--- src/rtl/move_x_sequencer_if.sv ---
// Bundles the button, tick and counter feedback signals of the X-move sequencer,
// together with the strobes it drives into the X-coordinate counter chain.
// The slave modport is the sequencer. The master modport is whatever drives it.
interface move_x_sequencer_if;
    logic        frame_tick;
    logic        start;
    logic        btn_r;
    logic        btn_l;
    logic        freeze;
    logic [15:0] xcoord;
    logic        up;
    logic        dw;
    logic        ld;
    logic [15:0] ld_val;
    logic        at_right;
    logic        at_left;
    logic        busy;

    modport master (
        output frame_tick, start, btn_r, btn_l, freeze, xcoord,
        input  up, dw, ld, ld_val, at_right, at_left, busy
    );

    modport slave (
        input  frame_tick, start, btn_r, btn_l, freeze, xcoord,
        output up, dw, ld, ld_val, at_right, at_left, busy
    );
endinterface

--- src/rtl/move_x_sequencer.sv ---
// Horizontal move sequencer for the Wild Cube player object.
// It turns button requests, the start command and the frame tick into one-cycle
// up/dw/ld strobes for the 16-bit X counter. It reads the counter back so that
// motion stops at the playfield edges.
// Optional macro MOVE_WRAP_EN: at an edge the object wraps to the opposite side
// (a load strobe) instead of stopping.
module move_x_sequencer #(
    parameter logic [15:0] X_MIN   = 16'd0,
    parameter logic [15:0] X_MAX   = 16'd605,
    parameter logic [15:0] X_START = 16'd300,
    parameter logic [3:0]  STEPS   = 4'd2
) (
    input  logic              clk,
    input  logic              reset,
    move_x_sequencer_if.slave bus
);

    typedef enum logic [2:0] {
        IDLE,
        LOAD,
        SETTLE,
        STEP_R,
        STEP_L,
        GAP
    } state_t;

    state_t      state, state_next;
    logic [3:0]  step_cnt, step_cnt_next;
    logic        dir_r, dir_r_next;
    logic        start_q;
    logic        start_pend, start_pend_next;
    logic        start_rise;
    logic        up_q, dw_q, ld_q;
    logic        up_next, dw_next, ld_next;
    logic [15:0] ld_val_q, ld_val_next;
    logic        at_right_q, at_left_q;

    assign start_rise = bus.start & ~start_q;

    // Next-state and strobe decode. A strobe is registered on the transition, so it is
    // high in the cycle that follows the decision. The STEP/GAP alternation keeps an
    // idle cycle between strobes, which gives the counter feedback time to settle.
    always_comb begin
        state_next      = state;
        step_cnt_next   = step_cnt;
        dir_r_next      = dir_r;
        start_pend_next = start_pend | start_rise;
        up_next         = 1'b0;
        dw_next         = 1'b0;
        ld_next         = 1'b0;
        ld_val_next     = ld_val_q;
        case (state)
            IDLE: begin
                if (start_pend_next) begin
                    state_next      = LOAD;
                    ld_next         = 1'b1;
                    ld_val_next     = X_START;
                    start_pend_next = 1'b0;
                end else if (bus.frame_tick && !bus.freeze && (bus.btn_r ^ bus.btn_l)) begin
                    state_next    = bus.btn_r ? STEP_R : STEP_L;
                    dir_r_next    = bus.btn_r;
                    step_cnt_next = STEPS;
                end
            end
            LOAD: begin
                state_next = SETTLE;
            end
            SETTLE: begin
                state_next = IDLE;
            end
            STEP_R: begin
                if (bus.freeze || !bus.btn_r) begin
                    state_next = IDLE;
                end else if (bus.xcoord >= X_MAX) begin
`ifdef MOVE_WRAP_EN
                    state_next  = SETTLE;
                    ld_next     = 1'b1;
                    ld_val_next = X_MIN;
`else
                    state_next = IDLE;
`endif
                end else begin
                    up_next       = 1'b1;
                    step_cnt_next = step_cnt - 4'd1;
                    state_next    = GAP;
                end
            end
            STEP_L: begin
                if (bus.freeze || !bus.btn_l) begin
                    state_next = IDLE;
                end else if (bus.xcoord <= X_MIN) begin
`ifdef MOVE_WRAP_EN
                    state_next  = SETTLE;
                    ld_next     = 1'b1;
                    ld_val_next = X_MAX;
`else
                    state_next = IDLE;
`endif
                end else begin
                    dw_next       = 1'b1;
                    step_cnt_next = step_cnt - 4'd1;
                    state_next    = GAP;
                end
            end
            GAP: begin
                if (step_cnt == 4'd0) begin
                    state_next = IDLE;
                end else begin
                    state_next = dir_r ? STEP_R : STEP_L;
                end
            end
            default: begin
                state_next = IDLE;
            end
        endcase
    end

    // State, strobe and edge-flag registers. Reset aborts a burst at once.
    always_ff @(posedge clk or negedge reset) begin
        if (!reset) begin
            state      <= IDLE;
            step_cnt   <= 4'd0;
            dir_r      <= 1'b0;
            start_q    <= 1'b0;
            start_pend <= 1'b0;
            up_q       <= 1'b0;
            dw_q       <= 1'b0;
            ld_q       <= 1'b0;
            ld_val_q   <= X_START;
        end else begin
            state      <= state_next;
            step_cnt   <= step_cnt_next;
            dir_r      <= dir_r_next;
            start_q    <= bus.start;
            start_pend <= start_pend_next;
            up_q       <= up_next;
            dw_q       <= dw_next;
            ld_q       <= ld_next;
            ld_val_q   <= ld_val_next;
        end
    end

    // Edge flags follow the counter feedback with one cycle of latency.
    always_ff @(posedge clk or negedge reset) begin
        if (!reset) begin
            at_right_q <= 1'b0;
            at_left_q  <= 1'b0;
        end else begin
            at_right_q <= (bus.xcoord == X_MAX);
            at_left_q  <= (bus.xcoord == X_MIN);
        end
    end

    assign bus.up       = up_q;
    assign bus.dw       = dw_q;
    assign bus.ld       = ld_q;
    assign bus.ld_val   = ld_val_q;
    assign bus.at_right = at_right_q;
    assign bus.at_left  = at_left_q;
    assign bus.busy     = (state != IDLE);

endmodule

--- src/flat_wrapper.sv ---
// flat-port wrapper written by rule: the top's interface ports become plain ports
module move_x_sequencer_flat 
#(
    parameter logic [15:0] X_MIN   = 16'd0,
    parameter logic [15:0] X_MAX   = 16'd605,
    parameter logic [15:0] X_START = 16'd300,
    parameter logic [3:0]  STEPS   = 4'd2
)
  (clk, reset, bus_frame_tick, bus_start, bus_btn_r, bus_btn_l, bus_freeze, bus_xcoord, bus_up, bus_dw, bus_ld, bus_ld_val, bus_at_right, bus_at_left, bus_busy);
  move_x_sequencer_if bus_i ();
  input  logic clk;
  input  logic reset;
  input wire logic [$bits(bus_i.frame_tick)-1:0] bus_frame_tick;
  input wire logic [$bits(bus_i.start)-1:0] bus_start;
  input wire logic [$bits(bus_i.btn_r)-1:0] bus_btn_r;
  input wire logic [$bits(bus_i.btn_l)-1:0] bus_btn_l;
  input wire logic [$bits(bus_i.freeze)-1:0] bus_freeze;
  input wire logic [$bits(bus_i.xcoord)-1:0] bus_xcoord;
  output wire logic [$bits(bus_i.up)-1:0] bus_up;
  output wire logic [$bits(bus_i.dw)-1:0] bus_dw;
  output wire logic [$bits(bus_i.ld)-1:0] bus_ld;
  output wire logic [$bits(bus_i.ld_val)-1:0] bus_ld_val;
  output wire logic [$bits(bus_i.at_right)-1:0] bus_at_right;
  output wire logic [$bits(bus_i.at_left)-1:0] bus_at_left;
  output wire logic [$bits(bus_i.busy)-1:0] bus_busy;
  assign bus_i.frame_tick = bus_frame_tick;
  assign bus_i.start = bus_start;
  assign bus_i.btn_r = bus_btn_r;
  assign bus_i.btn_l = bus_btn_l;
  assign bus_i.freeze = bus_freeze;
  assign bus_i.xcoord = bus_xcoord;
  assign bus_up = bus_i.up;
  assign bus_dw = bus_i.dw;
  assign bus_ld = bus_i.ld;
  assign bus_ld_val = bus_i.ld_val;
  assign bus_at_right = bus_i.at_right;
  assign bus_at_left = bus_i.at_left;
  assign bus_busy = bus_i.busy;
  move_x_sequencer #(.X_MIN(X_MIN), .X_MAX(X_MAX), .X_START(X_START), .STEPS(STEPS)) u_core (.clk(clk), .reset(reset), .bus(bus_i));
endmodule
--- config.mk ---
export PLATFORM = sky130hd
export DESIGN_NAME = move_x_sequencer_flat
export DESIGN_NICKNAME = d
export VERILOG_FILES = /design/src/rtl/move_x_sequencer_if.sv /design/src/rtl/move_x_sequencer.sv /design/src/flat_wrapper.sv
export SDC_FILE = /design/constraint.sdc
export NUM_CORES = 1
export LEC_CHECK = 0
export CORE_ASPECT_RATIO = 1.4
export CORE_UTILIZATION = 43
export DETAILED_ROUTE_END_ITERATION = 16
export PLACE_DENSITY = 0.83
export SYNTH_ARGS = -nofsm -noshare
export SYNTH_HDL_FRONTEND = slang
export SYNTH_SLANG_ARGS = --single-unit
--- constraint.sdc ---
create_clock -name clk -period 4.1 [get_ports clk]
set_clock_uncertainty 0.1 [all_clocks]
set_input_delay 0.41 -clock clk [delete_from_list [all_inputs] [get_ports clk]]
set_output_delay 0.41 -clock clk [all_outputs]
set_load 0.02 [all_outputs]
## Word-level counts from Yosys, hierarchy flattened

Index checks and enable logic that the tools add are counted.

- Add/sub/neg operators: 1
- Magnitude comparators: 2
- Eq/ne operators: 12
- Muxes and demuxes: 26
- Bitwise operators: 5
- Reductions and logical operators: 14

Operators by type and width:

| cell | count |
|---|---|
| 3-bit 2-to-1 mux | 9 |
| 4-bit 2-to-1 mux | 6 |
| 16-bit by 10-bit == test with 1-bit output, second input constant | 1 |
| 16-bit by 10-bit greater-or-equal comparator with 1-bit output, second input constant | 1 |
| 16-bit by 1-bit <= comparator with 1-bit output, second input constant | 1 |
| 16-bit logical NOT | 1 |
| 3-bit one-hot mux with 5 select lines | 1 |
| 4-bit one-hot mux with 3 select lines | 1 |
| 2-bit != test, second input constant | 5 |
| 1-bit 2-to-1 mux | 9 |
| 7-bit AND reduction | 1 |
| 3-bit == test, second input constant | 2 |
| 3-bit nonzero test | 2 |
| 4-bit logical NOT | 1 |
| 4-bit by 1-bit subtractor with 4-bit output, second input constant | 1 |
| 3-bit by 1-bit == test with 1-bit output, second input constant | 1 |
| 3-bit by 2-bit == test with 1-bit output, second input constant | 1 |
| 1-bit logical NOT | 3 |
| 3-bit logical NOT | 1 |
| 3-bit by 1-bit != test with 1-bit output, second input constant | 1 |
| 3-bit AND reduction | 1 |
| 1-bit logical AND | 2 |
| 1-bit logical OR | 2 |
| 2-bit by 1-bit != test with 1-bit output, second input constant | 1 |
| other kinds (4) | 5 |

- Register bits: 15
- Input port bits: 23
- Output and inout bits: 22
- Logic and storage cells: 70

## Logic depth before layout (Yosys ltp)

Gate-level depths: netlist of the first run.

- Word-level depth: 6
- Depth in mapped cells: 7
- Mapped depth without buffers: 7

## Least setup slack after synthesis of the first run

Ideal clock, no wire load.

- Path type: input -> register
- Start point: in bus_xcoord[1]
- End point: reg u_core.step_cnt[1]
- Setup time: 125 ps
- Data arrival time: 1802 ps
- Required time: 3875 ps
- Slack: 2073 ps
- Stages: 6
- Buffers on the path: 0
- Cells stage by stage: or4_4 > nor3_2 > nor3_1 > a211oi_4 > a21oi_2 > mux2_4

- Cells in the longest elaborated chain, start to end: 3
- Elaborated cells on any way between the ends: 5
- Classes of those cells: 2 x order compare; 2 x eq/ne; 1 x reduce/logical

RTL lines:

| what | RTL line | RTL |
|---|---|---|
| start: declaration | flat_wrapper.sv:18 | `input wire logic [$bits(bus_i.xcoord)-1:0] bus_xcoord;` |
| 16-bit by 1-bit <= comparator with 1-bit output / 16-bit by 10-bit greater-or-equal comparator with 1-bit output (equally long branches) | move_x_sequencer.sv:91, move_x_sequencer.sv:74 |  |
| 2-bit != test (no line) | - |  |
| 7-bit AND reduction (no line) * | - |  |
| end signal: assignment | move_x_sequencer.sv:132 | `step_cnt <= step_cnt_next;` |
| end: declaration | move_x_sequencer.sv:28 | `logic [3:0] step_cnt, step_cnt_next;` |

Every way passes the cells marked *; elsewhere a longest branch is shown, timed or not.
A chain may end at the register's enable or synchronous reset.

## Worst setup path after layout of the first run

- Start point: reg u_core.state[2]
- End point: out bus_busy

- Cells in the longest elaborated chain, start to end: 1

RTL lines:

| what | RTL line | RTL |
|---|---|---|
| start: declaration | move_x_sequencer.sv:27 | `state_t state, state_next;` |
| start signal: assignment | move_x_sequencer.sv:131 | `state <= state_next;` |
| 3-bit nonzero test | move_x_sequencer.sv:160 | `assign bus.busy = (state != IDLE);` |
| end: declaration | flat_wrapper.sv:25 | `output wire logic [$bits(bus_i.busy)-1:0] bus_busy;` |

No other way between the ends.

==> results of run 1 <==
## synthesized netlist by cell type (all sizes together), types with 3 or more instances
| library cell | n | area (µm²) |
|---|---|---|
| nor2 | 7 | 26.3 |
| nor4 | 5 | 31.3 |
| inv | 10 | 37.5 |
| a21oi | 8 | 43.8 |
| dfrtp | 15 | 375 |
| nor3 | 5 | 41.3 |
| buf | 16 | 120 |
| nand2 | 9 | 33.8 |
| o21ai | 3 | 15.0 |
## how the worst min path moves through the flow
stage / to / depth (start not counted)
after floorplan: u_core.bus.at_left / 0
after global placement: u_core.step_cnt[3] / 1
after detailed placement: u_core.step_cnt[3] / 1
after CTS: u_core.step_cnt[3] / 1
after global routing: u_core.step_cnt[1] / 1
final: u_core.step_cnt[1] / 1
## registers in the layout, indices dropped and copies added (netlist names)
signal and count:
u_core.bus.at_left 1, u_core.bus.at_right 1, u_core.bus.dw 1, u_core.bus.ld 1
u_core.bus.up 1, u_core.dir_r 1, u_core.start_pend 1, u_core.start_q 1
u_core.state 3, u_core.step_cnt 4
## worst register-to-register path: stages (launching register included)
cell	delay (ns)
dfrtp_1	0.47
nor2_1	0.17
nor4bb_1	0.62
a211oi_4	0.08
a21oi_2	0.18
mux2_4	0.31
## cell families after synthesis
family | count (synthesis)
xor gates and xnor gates | 1
and+or+nand+nor | 40
buffers and inverters | 27
AOI/OAI and AO/OA | 18
muxes | 3
other | 2
adders and majority gates | 1
DFF | 15
## cells in the final DEF, fill, tap and decap left out, types with 2 or more instances in the layout
cell and n:
nor2_1 7, o22ai_1 2, clkdlybuf4s50_1 28, dfrtp_1 15, inv_1 8, nor4_1 5
nor3_1 3, o21ai_0 2, nand2_1 9, conb_1 16, inv_2 2, nor3b_1 2
and2_1 2, a21oi_1 7, clkbuf_4 3
## per-layer routing
metal  GRT usage [%]  wire length (µm)  part of all wire, %
met1            20.4               760                   40
met2            31.5              1000                   52
met3            1.56                92                  4.8
met4            13.8                64                  3.3
met5               0                 0                    0
## area by class of cell
| class | instances | area (µm²) |
|---|---|---|
| Fill cell | 175 | 817 |
| Multi-Input combinational cell | 79 | 482 |
| Sequential cell | 15 | 375 |
| Timing Repair Buffer | 28 | 280 |
| Inverter | 10 | 37.5 |
| Clock buffer | 4 | 26.3 |
| Tap cell | 21 | 26.3 |
## report_power, final
group          total (mW)  internal (mW)  switching (mW)
registers           0.213          0.181          0.0321
logic               0.263          0.119           0.144
clock network      0.0810         0.0377          0.0432
## stage by stage
stage               setup WS (ns)  util [%]
floorplan                    2.07         -
global placement             1.55      58.8
detailed placement           1.51      58.8
CTS                          1.74      60.0
global route                 1.63      60.0
finish                       1.73      60.0
==> impl_metrics.csv, run 1 <==
group,metric,value,unit
status,outcome,"finished clean",
timing,maxSlewViolCount,0,
global_route,grt_overflow_total,0,
placement,place_area,1200,µm²
synth,synth_compound_area_share,13.0,%
worst_setup_path,path_class,"flop to primary output",
clock_network,cts_resized,0,
synth,synth.distinct_cells,39,
worst_setup_path,critPathCapture,"bus_busy",
clock_network,cts_tree,"yes",
power_and_ir_drop,irDropWorstVdd,0.235,mV
timing,post-route-min-period,2.37,ns
clock_network,cts-root-buf,"clkbuf_4",
synth,synthMuxAreaShare,3.76,%
cells_and_area,stdcell_area,1230,µm²
synth,netlist_area,966,µm²
clock_network,numCtsBuffers,3,
clock_network,cts_hold_buf,0,
floorplanning,num_rows,19,
drt,vias,827,
power_and_ir_drop,p_leak,0.534,nW
synth,synth_edf_count,0,
cells_and_area,drive_gt1_share,8.82,%
synth,syn_area_per_cell,9.03,µm²
floorplanning,die_area,2440,µm²
worst_setup_path,critPathMaxFanout,9,
flow_run,max_cap_violations,0,
floorplanning,die_w,42.1,µm
synth,yosys.area_share.simple,24.7,%
worst_setup_path,crit_buf_inv,2,
global_route,grt_max_degree,16,
synth,yosysWarnings,0,
cells_and_area,n_antenna_cell,0,
worst_setup_path,crit_family,"buffers and inverters",
power_and_ir_drop,power_density,454,nW/µm²
cells_and_area,fin_nets,161,
worst_setup_path,r2r_cells,5,
drt,wire_per_inst,12.2,µm
floorplanning,die_h,58.1,µm
worst_setup_path,cp.depth,3,
worst_setup_path,end_kind,"primary output",
synth,dominantRegCellSynth,"dfrtp_1",
power_and_ir_drop,p_total,0.557,mW
placement,dp_cells,153,
worst_setup_path,arrival,1.86,ns
global_route,grt_first_pass_wirelength,3500,µm
synth,synth_top_family_by_area,"simple AND/OR/NAND/NOR gates",
worst_setup_path,start_kind,"flop",
placement,dpl.hpwl,1590,µm
drt,final_antenna_net_count,0,
worst_setup_path,r2r_start,"u_core.state[1]",
synth,synth_seq_cells,15,
worst_setup_path,critPathLaunch,"u_core.state[2]",
worst_setup_path,timing.rr.end,"u_core.step_cnt[1]",
worst_setup_path,slowest_delay,0.55,ns
synth,synthAdderAreaFrac,1.30,%
worst_setup_path,cp_slowest_cell,"clkdlybuf4s50_1",
timing,rsz0062_at_grt,"false",
timing,setup_tns,0,ns
timing,maxSlewHeadroom,55.0,%
clock_network,cts_sinks,15,
global_route,antenna_found_initial,0,
clock_network,cts_setup_buffers,0,
timing,hold_viol_final,0,
floorplanning,initial_utilization,47.2,%
timing,setup_viol,0,
synth,synthXorXnorAreaFrac,0.907,%
timing,fmax,423,MHz
timing,hold_slack,0.416,ns
clock_network,clk_latency,0.28,ns
clock_network,clk_pin_slew,0.08,ns
synth,yosysSeqAreaShare,38.9,%
floorplanning,ios,45,
synth,async_reset_ff_share,100,%
worst_setup_path,cp_data_required_time,3.59,ns
clock_network,clk_path_buf_depth,2,
drt,route.detailed.drc,0,
cells_and_area,final_cells,157,
min_path,hold_path.class,"input pin to asynchronous set/reset pin",
worst_setup_path,crit_chain,"nor3_4 > inv_2 > clkdlybuf4s50_1",
clock_network,cts_max_level,1,
drt,drt_iter0_drc,12,
cells_and_area,area_delta_synth_final,27.1,%
synth,synthCells,107,
timing,fin_crit_sh,57.7,%
drt,via_per_inst,5.27,
timing,worstMarginPinSlew,0.666,ns
placement,io_buffers,28,
drt,first_pass_iters,4,
placement,gp_congestion,0.904,
floorplanning,core_area,2040,µm²
drt,routed_wl,1920,µm
global_route,grtUsageTotal,18.1,%
worst_setup_path,ff2ff_setup_slack,2.07,ns
global_route,grt_pass1_vias,880,
Note: power is estimated with default switching activity, not from simulation.
==> inputs of run 2 (changes only) <==
Settings changed: CORE_UTILIZATION 43 to 36, PLACE_DENSITY 0.83 to 0.74.
Clock period 4.1 ns to 2 ns, I/O delays scaled along.
==> run 2 against run 1 <==
Net effect:
- clock power rose by 120%
- wire length grew 24%
- via count up 8.8%
- cell count up 19%
- critical endpoint is now u_core.step_cnt[3]
- largest cell class unchanged
==> impl_metrics.csv, run 2 (synthesized netlist as in run 1, its figures left out) <==
group,metric,value,unit
status,outcome,"finished clean",
min_path,hp-start,"bus_xcoord[1]",
worst_setup_path,arrival,2.02,ns
worst_setup_path,r2r_start,"u_core.state[2]",
worst_setup_path,start_kind,"input pin",
clock_network,clk_path_buf_depth,2,
power_and_ir_drop,irDropWorstVdd,0.398,mV
timing,worstMarginPinSlew,0.634,ns
power_and_ir_drop,p_leak,0.680,nW
clock_network,cts_sinks,15,
power_and_ir_drop,power_density,894,nW/µm²
global_route,grt_overflow_total,0,
flow_run,max_cap_violations,0,
drt,drt_iter0_drc,13,
global_route,grt_first_pass_wirelength,3710,µm
timing,worst_slack,0.0751,ns
timing,setup_viol,0,
drt,wire_per_inst,12.7,µm
drt,via_per_inst,4.81,
cells_and_area,fill_cells,216,
timing,fmax,519,MHz
cells_and_area,reg.largest.list,"u_core.step_cnt: 4 flops, u_core.state: 3 flops",
clock_network,clk_latency,0.30,ns
cells_and_area,area_delta_synth_final,46.9,%
cells_and_area,final_common_cell,"clkdlybuf4s50_1",
drt,route.detailed.drc,0,
timing,hold_slack,0.177,ns
global_route,grt_max_degree,16,
worst_setup_path,slowest_delay,0.40,ns
drt,final_antenna_net_count,0,
floorplanning,core_area,2470,µm²
cells_and_area,regMostFlops,"u_core.step_cnt",
clock_network,cts_tree,"yes",
placement,place_ws,-0.364,ns
worst_setup_path,crit_chain,"clkdlybuf4s50_1 > nor4_1 > nand2_1 > nor3_4 > a211oi_4 > buf_4 > a221o_1 > o2bb2ai_2",
placement,dp_cells,180,
worst_setup_path,crit_family,"simple AND/OR/NAND/NOR gates",
clock_network,cts-root-buf,"clkbuf_4",
global_route,grt_pass1_vias,897,
timing,setup_tns,0,ns
floorplanning,die_w,45.8,µm
placement,place_area,1320,µm²
timing,maxSlewHeadroom,57.6,%
power_and_ir_drop,p_total,1.27,mW
timing,hold_viol_final,0,
cells_and_area,fin_nets,178,
global_route,grtUsageTotal,17.4,%
floorplanning,die_h,63.3,µm
cells_and_area,mostFrequentLayoutCells,"clkdlybuf4s50_1, conb_1, buf_4",
worst_setup_path,cp_data_required_time,2.10,ns
floorplanning,ios,45,
cells_and_area,largest_reg_flops,4,
placement,gp_congestion,0.898,
drt,routed_wl,2370,µm
worst_setup_path,critPathLaunch,"bus_xcoord[11]",
min_path,hold_path.class,"input pin to flop",
worst_setup_path,critPathMaxFanout,3,
clock_network,cts_max_level,1,
timing,fin_crit_sh,96.2,%
worst_setup_path,end_kind,"flop",
cells_and_area,final_cells,187,
floorplanning,num_rows,21,
timing,maxSlewViolCount,0,
placement,io_buffers,28,
floorplanning,initial_utilization,39.1,%
placement,dpl.hpwl,1850,µm
cells_and_area,finish.utilization,57.4,%
cells_and_area,n_antenna_cell,0,
drt,vias,900,
worst_setup_path,cp_slowest_cell,"clkdlybuf4s50_1",
drt,first_pass_iters,4,
clock_network,numCtsBuffers,3,
clock_network,clk_pin_slew,0.10,ns
global_route,antenna_found_initial,0,
timing,post-route-min-period,1.92,ns
cells_and_area,stdcell_area,1420,µm²
clock_network,cts_hold_buf,0,
cells_and_area,drive_gt1_share,21.6,%
worst_setup_path,crit_buf_inv,2,
worst_setup_path,path_class,"input pin to flop",
floorplanning,die_area,2900,µm²
==> run 2: changes by cell type in the layout (fill, tap and decap cells not counted), sizes merged <==
cell	before	now
dlygate4sd2	0	1
buf	0	17
clkdlybuf4s50	28	22
dlymetal6s2s	0	5
==> run 2: cell type report <==
cell class,instances,area [µm²],share of cell area [%]
inverters,10,37.5,2.65
well taps,34,42.5,3.00
multi-input cells,79,514,36.2
flip-flops and latches,15,375,26.5
repair buffers,45,423,29.8
clock buffers,4,26.3,1.85
==> run 2: per-layer routing <==
metal | wire length [µm] | global-route usage [%]
met1 | 845 | 18.2
met4 | 52 | 9.56
met2 | 1380 | 31.3
met3 | 95 | 2.01
met5 | 0 | 0
==> run 2: repair_timing <==
item / CTS / global route
endpoints found under the hold margin: 0 / 0
endpoints found under the setup margin: 7 / 6
setup buffers: 0 / 3
pin swaps: 3 / 5
resized for setup: 4 / 9
==> run 2: worst min-delay path, cell delays in order <==
cell            delay (ns)
dlymetal6s2s_1        0.12
or4_4                 0.16
nor4_1                0.05
==> run 2: final timing paths <==
check / slack (ns) / cells after the start / endpoint
max in group asynchronous: 1.19 / 1 / u_core.bus.ld
min in group asynchronous: 0.19 / 1 / u_core.step_cnt[3]
worst max-delay path: 0.08 / 8 / u_core.step_cnt[3]
worst max register to register: 0.16 / 7 / u_core.step_cnt[3]
worst min-delay path: 0.18 / 3 / u_core.bus.at_right
worst min register to register: 0.42 / 1 / u_core.dir_r
==> run 2: power by group <==
group	switching [mW]	total (mW)	leakage [nW]	internal (mW)
Combinational	0.364	0.680	0.469	0.316
Clock	0.0990	0.177	0.0150	0.0778
Sequential	0.0397	0.412	0.196	0.372
Total	0.503	1.27	0.680	0.765
